**src/rtl/nco_phase_fold_q22.sv**
```systemverilog
// nco_phase_fold_q22
//   Numerically controlled phase generator. A binary-angle accumulator
//   (2^PHASE_W = one turn) advances by the increment register on every
//   accepted tick. The phase is folded into [-1/4, +1/4] turn, which keeps
//   sin() unchanged. It is then scaled by 2*pi into signed Q2.22 radians.
//   There are three pipeline stages with valid/ready backpressure on the output.
//
// Ports
//   clk, rst        single clock, synchronous active-high reset
//   freq_we         load phase_inc_i into the increment register
//   phase_inc_i     phase increment per sample (turns * 2^PHASE_W)
//   phase_sync      force the accumulator to phase_offset_i
//   phase_offset_i  sync load value
//   tick            sample request; accepted when tick && tick_ready
//   tick_ready      low while the output stage is stalled
//   theta_out       signed Q2.22 radians in [-pi/2, +pi/2]
//   quad_out        top two phase bits of the emitted sample
//   out_valid       theta_out/quad_out valid
//   out_ready       downstream accept
module nco_phase_fold_q22 #(
  parameter int unsigned PHASE_W = 32,
  parameter int unsigned TWO_PI  = 26353589
) (
  input  logic               clk,
  input  logic               rst,
  input  logic               freq_we,
  input  logic [PHASE_W-1:0] phase_inc_i,
  input  logic               phase_sync,
  input  logic [PHASE_W-1:0] phase_offset_i,
  input  logic               tick,
  output logic               tick_ready,
  output logic [23:0]        theta_out,
  output logic [1:0]         quad_out,
  output logic               out_valid,
  input  logic               out_ready
);

  localparam logic [PHASE_W-1:0] HALF_TURN = {1'b1, {(PHASE_W-1){1'b0}}};
  localparam logic signed [63:0] TWO_PI_S  = 64'(TWO_PI);
  localparam logic signed [63:0] ROUND_C   = 64'sd1 <<< (PHASE_W - 1);

  logic [PHASE_W-1:0] acc_q, acc_d;
  logic [PHASE_W-1:0] inc_q, inc_d;
  logic [PHASE_W-1:0] p0_q, p0_d;
  logic               v0_q, v0_d;
  logic signed [PHASE_W-1:0] f1_q, f1_d;
  logic [1:0]         q1_q, q1_d;
  logic               v1_q, v1_d;
  logic [23:0]        theta_q, theta_d;
  logic [1:0]         quad_q, quad_d;
  logic               v2_q, v2_d;

  logic               stall;
  logic               accept;
  logic [PHASE_W-1:0] acc_eff;
  logic [PHASE_W-1:0] fold;
  logic signed [63:0] prod;
  logic signed [63:0] rounded;

  always_comb begin
    acc_d   = acc_q;
    inc_d   = inc_q;
    p0_d    = p0_q;
    v0_d    = v0_q;
    f1_d    = f1_q;
    q1_d    = q1_q;
    v1_d    = v1_q;
    theta_d = theta_q;
    quad_d  = quad_q;
    v2_d    = v2_q;

    stall   = v2_q && !out_ready;
    accept  = tick && !stall;
    acc_eff = phase_sync ? phase_offset_i : acc_q;

    // Quadrants 1 and 2 are mirrored about 1/4 turn: sin(pi - x) = sin(x).
    fold    = (p0_q[PHASE_W-1] ^ p0_q[PHASE_W-2]) ? (HALF_TURN - p0_q) : p0_q;

    // The rounding offset is half of the LSB that survives the shift.
    // Adding it before the arithmetic shift rounds halves toward +inf.
    prod    = 64'(f1_q) * TWO_PI_S;
    rounded = prod + ROUND_C;

    // The increment register loads even during a stall. A tick accepted in
    // the same cycle still uses the old increment.
    if (freq_we) inc_d = phase_inc_i;

    if (!stall) begin
      if (accept) begin
        p0_d  = acc_eff;
        acc_d = acc_eff + inc_q;
      end else if (phase_sync) begin
        acc_d = phase_offset_i;
      end
      v0_d = accept;
      v1_d = v0_q;
      v2_d = v1_q;
      // The data registers load only for valid slots. A bubble therefore
      // leaves the outputs at their last value.
      if (v0_q) begin
        f1_d = fold;
        q1_d = p0_q[PHASE_W-1:PHASE_W-2];
      end
      if (v1_q) begin
        theta_d = 24'(rounded >>> PHASE_W);
        quad_d  = q1_q;
      end
    end
  end

  always_ff @(posedge clk) begin
    if (rst) begin
      acc_q   <= '0;
      inc_q   <= '0;
      p0_q    <= '0;
      v0_q    <= 1'b0;
      f1_q    <= '0;
      q1_q    <= '0;
      v1_q    <= 1'b0;
      theta_q <= '0;
      quad_q  <= '0;
      v2_q    <= 1'b0;
    end else begin
      acc_q   <= acc_d;
      inc_q   <= inc_d;
      p0_q    <= p0_d;
      v0_q    <= v0_d;
      f1_q    <= f1_d;
      q1_q    <= q1_d;
      v1_q    <= v1_d;
      theta_q <= theta_d;
      quad_q  <= quad_d;
      v2_q    <= v2_d;
    end
  end

  assign tick_ready = !stall;
  assign theta_out  = theta_q;
  assign quad_out   = quad_q;
  assign out_valid  = v2_q;

endmodule

```
**config.mk**
```make
export PLATFORM = sky130hd
export DESIGN_NAME = nco_phase_fold_q22
export DESIGN_NICKNAME = d
export VERILOG_FILES = /design/src/rtl/nco_phase_fold_q22.sv
export SDC_FILE = /design/constraint.sdc
export NUM_CORES = 1
export LEC_CHECK = 0
export BUFFER_PORTS_ARGS = -buffer_cell sky130_fd_sc_hd__buf_2
export CAP_MARGIN = 30
export CELL_PAD_IN_SITES_DETAIL_PLACEMENT = 1
export CELL_PAD_IN_SITES_GLOBAL_PLACEMENT = 2
export CORE_AREA = 2 2 304 306
export CTS_CLUSTER_DIAMETER = 200
export DETAILED_ROUTE_END_ITERATION = 6
export DIE_AREA = 0 0 306 308
export GPL_ROUTABILITY_DRIVEN = 0
export MAX_ROUTING_LAYER = met4
export PLACE_DENSITY = 0.59
export SKIP_CTS_REPAIR_TIMING = 1
export SYNTH_ARGS = -nofsm -noshare
export SYNTH_HDL_FRONTEND = slang
export SYNTH_SLANG_ARGS = --single-unit
```
**constraint.sdc**
```tcl
create_clock -name clk -period 10.2 [get_ports clk]
set_input_delay 1.02 -clock clk [delete_from_list [all_inputs] [get_ports clk]]
set_output_delay 1.02 -clock clk [all_outputs]
set_load 0.1 [all_outputs]
```
==> results by group <==
Status
  • Outcome: finished, final reports clean

Layout
  • Share of layout cells above drive strength 1: 0.06622
  • Area growth, synth to finish: 10.99%
  • Commonest non-fill, non-tap cell in the layout: inv_1
  • Fin nets: around 3300
  • Finished Layout Cells: 3710
  • Fillers: approximately 11000
  • Commonest cells after routing, fill and taps aside: inv_1, fa_1, ha_1

Route
  • Detailed Route WL: around 70000 um
  • Routed Antenna Nets: 0
  • Residual DRC: 0
  • Number of DRC markers in iteration 0: 552
  • WL/cell: roughly 19 um
  • Pre-Repair DR Iteration Count: 5
  • Vias per Instance: 4.512
  • Vias: between 15000 and 20000

Placed design
  • Post-Place Worst Slack: approximately 2.2 ns
  • Post-Place Cells: roughly 3700
  • Dpl hpwl: between 60000 and 70000 um
  • IO Port Bufs: 97

Critical path
  • Crit path DAT: about 8.2 ns
  • Reg2reg start: f1_q[29]
  • Worst R2R End: theta_out[23]
  • CP endpoint kind: flop
  • Worst Path Class, Setup: reg2reg
  • R2R depth: 22
  • Critical Path Start Type: flop
  • R2R Setup Slk: approximately 2.3 ns
  • Highest net fanout along the worst path: 10
  • Crit path required time: 10.51 ns

Power and ir drop
  • Switch share: 0.5577
  • Internal power: around 3300 uW
  • Clock share of power: 0.097
  • Comb power frac: 0.799
  • P_sw: around 4200 uW
  • Seq pwr share: 0.104
  • PwrDens: 300.1 nW/um^2
  • Maximum vdd ir drop: a little under 0.3 mV
  • Static leakage power: 0.01310 uW
  • Power Total: between 7000 and 8000 uW

Clock network
  • TritonCTS clock tree: yes
  • CTS sink cnt: approximately 160
  • Total CTS buffers: 17
  • Longest Clk Path Bufs: 2
  • Worst skew pair latency: 0.46 ns
  • Worst-path clk slew: ~0.070 ns
  • CTS H-tree lvls: 4
  • Root cell of the clock tree: clkbuf_16

Global route
  • Maximum number of pins on one net before global-route repair: 82
  • Number of global-route vias before repair: roughly 19000
  • Initial antenna violation count: 4
  • First-pass GRT wire length: ~110000 um
  • GRT overflow: 0
  • GR Util All Layers: 0.1616

Synth
  • Synth warn: 0
  • Async set-reset flop share out of synthesis: 0
  • Register area share after synthesis: 0.1406
  • Syn_area_per_cell: approximately 9.2 um^2
  • Main synth FF type: dfxtp_1
  • Post-synth EDFFs: 0
  • Netlist cell types: 68
  • Yosys reg bits: 159
  • Synthesized area: around 23000 um^2
  • Syn_nets: approximately 3200
  • Synth Instances: 2449

Floorplanning
  • Die span in x: 306 um
  • Core Region: 90970 um^2
  • Rows: around 110
  • Die Ht: just over 300 um
  • I/O pin total: 98
  • Initial Util: 0.2489
  • Die Area: 94250 um^2

Min path
  • Hold Path End: theta_out[15]
  • Hold path startpoint: theta_out[15]
  • Hold path depth: 2
  • Worst min-delay path class: reg2reg

Timing
  • Period utilization: 0.7772
  • RSZ-0062 raised after global routing: no
  • Max-slew violations: 0
  • Slew HR: 0.3863
  • Final worst slack: between 2 and 2.5 ns
  • Setup TNS: 0 ns
  • Clk_skew: 0.01131 ns
  • Worst Tran Pin Value: approximately 0.92 ns
  • Final-report hold violation count: 0
  • Setup violations, final: 0
  • Period minus WS final: 7.928 ns
  • Fmax: between 100 and 150 MHz

Flow run
  • Max cap viols: 0
layout make-up:
class,instances,area (um^2),area share
clock buffers,19,432.9,0.01723
well taps,1186,1484,0.05906
repair buffers,113,620.6,0.02470
multi-input cells,1669,17140,0.6820
flip-flops and latches,159,3183,0.1267
inverters,549,2061,0.08201
clock inverters,13,203.9,0.008117
diodes,2,5.005,0.0001992
how the worst max path moves through the flow:
stage	startpoint	end	slack, ns	depth (start not counted)
finish	f1_q[29]	theta_out[23]	2.27	22
detailed placement	f1_q[29]	theta_out[23]	2.24	22
floorplan	f1_q[31]	theta_out[23]	2.67	24
global placement	f1_q[29]	theta_out[23]	2.15	22
global route	f1_q[29]	theta_out[23]	1.86	22
CTS	f1_q[29]	theta_out[23]	2.19	22
worst max-delay path, cell delays in order (launching register included):
cell and delay (ns):
dfxtp_1 0.79, inv_1 0.39, ha_1 0.43, fa_1 0.49, fa_1 0.55, inv_1 0.05
fa_1 0.49, fa_1 0.53, fa_1 0.50, inv_1 0.05, fa_1 0.47, inv_1 0.04
ha_1 0.38, a21oi_1 0.28, o21ai_0 0.13, a221oi_1 0.56, o211ai_1 0.21, o21ai_2 0.42
o21ai_2 0.16, a311o_2 0.44, a21oi_2 0.16, xnor2_1 0.15, a211oi_2 0.09
power by group through the flow:
stage	Clock [uW]	Combinational, uW	Sequential, uW
global placement	0	6060	800
global route	776	6950	799
detailed placement	0	6100	801
finish	728	6030	784
CTS	760	6160	788
floorplan	0	4110	871
metal layers:
| metal | GRT usage | share of wire | routed length (um) | vias to the layer above |
|---|---|---|---|---|
| met5 | - | 0 | 0 | - |
| met4 | 0.02669 | 0.012 | 816 | 0 |
| met3 | 0.01752 | 0.024 | 1695 | 42 |
| met2 | 0.2779 | 0.49 | 34510 | 183 |
| met1 | 0.2076 | 0.48 | 33890 | 8498 |
| li1 | - | - | - | 8018 |
synthesized netlist by cell type, types with 7 or more instances:
cell | number | area (um^2)
nor4_1 | 7 | 43.79
buf_1 | 10 | 37.54
o211ai_1 | 11 | 82.58
a21o_1 | 41 | 307.8
nand3_1 | 17 | 85.08
a31oi_1 | 14 | 87.58
mux2i_1 | 65 | 650.6
nor2_1 | 178 | 668.1
ha_1 | 322 | 4029
and3_1 | 11 | 68.82
clkbuf_1 | 62 | 232.7
and2_1 | 8 | 50.05
xnor2_1 | 63 | 551.8
xor2_1 | 36 | 315.3
inv_1 | 549 | 2061
or3_1 | 12 | 75.07
nand2_1 | 107 | 401.6
a21oi_1 | 118 | 590.6
dfxtp_1 | 159 | 3183
nor3_1 | 34 | 170.2
o21ai_0 | 76 | 380.4
o21a_1 | 8 | 60.06
nor2b_1 | 11 | 68.82
nand4_1 | 9 | 56.30
o21bai_1 | 7 | 52.55
fa_1 | 349 | 6987
nand2b_1 | 8 | 50.05
o21ai_1 | 10 | 50.05
a311oi_1 | 7 | 61.31
a211oi_1 | 68 | 510.5
registers in the layout, indices dropped and copies added, names as in the netlist:
| signal | flops |
|---|---|
| inc_q | 32 |
| q1_q | 2 |
| acc_q | 32 |
| p0_q | 32 |
| out_valid | 1 |
| v1_q | 1 |
| v0_q | 1 |
| quad_out | 2 |
| theta_out | 24 |
| f1_q | 32 |
cells by family (layout without fill, tap and decap cells):
family / after synthesis / after routing / synth area share
fa+ha+maj: 671 / 671 / 0.4866
buf+inv: 621 / 694 / 0.1030
simple gates: 416 / 416 / 0.08180
compound gates: 410 / 410 / 0.1171
flops: 159 / 159 / 0.1406
xor+xnor: 99 / 99 / 0.03830
mux: 73 / 73 / 0.03272
other cells: 0 / 2 / 0
per-stage QoR:
step	util	area (um^2)	hold slack (ns)
final	0.2762	25130	0.4622
after detailed placement	0.2691	24480	0.4520
after global routing	0.2762	25130	0.4765
after CTS	0.2761	25110	0.4658
after global placement	0.2689	24460	0.4395
after floorplan	-	22640	0.4313
(Power assumes the default switching activity.)
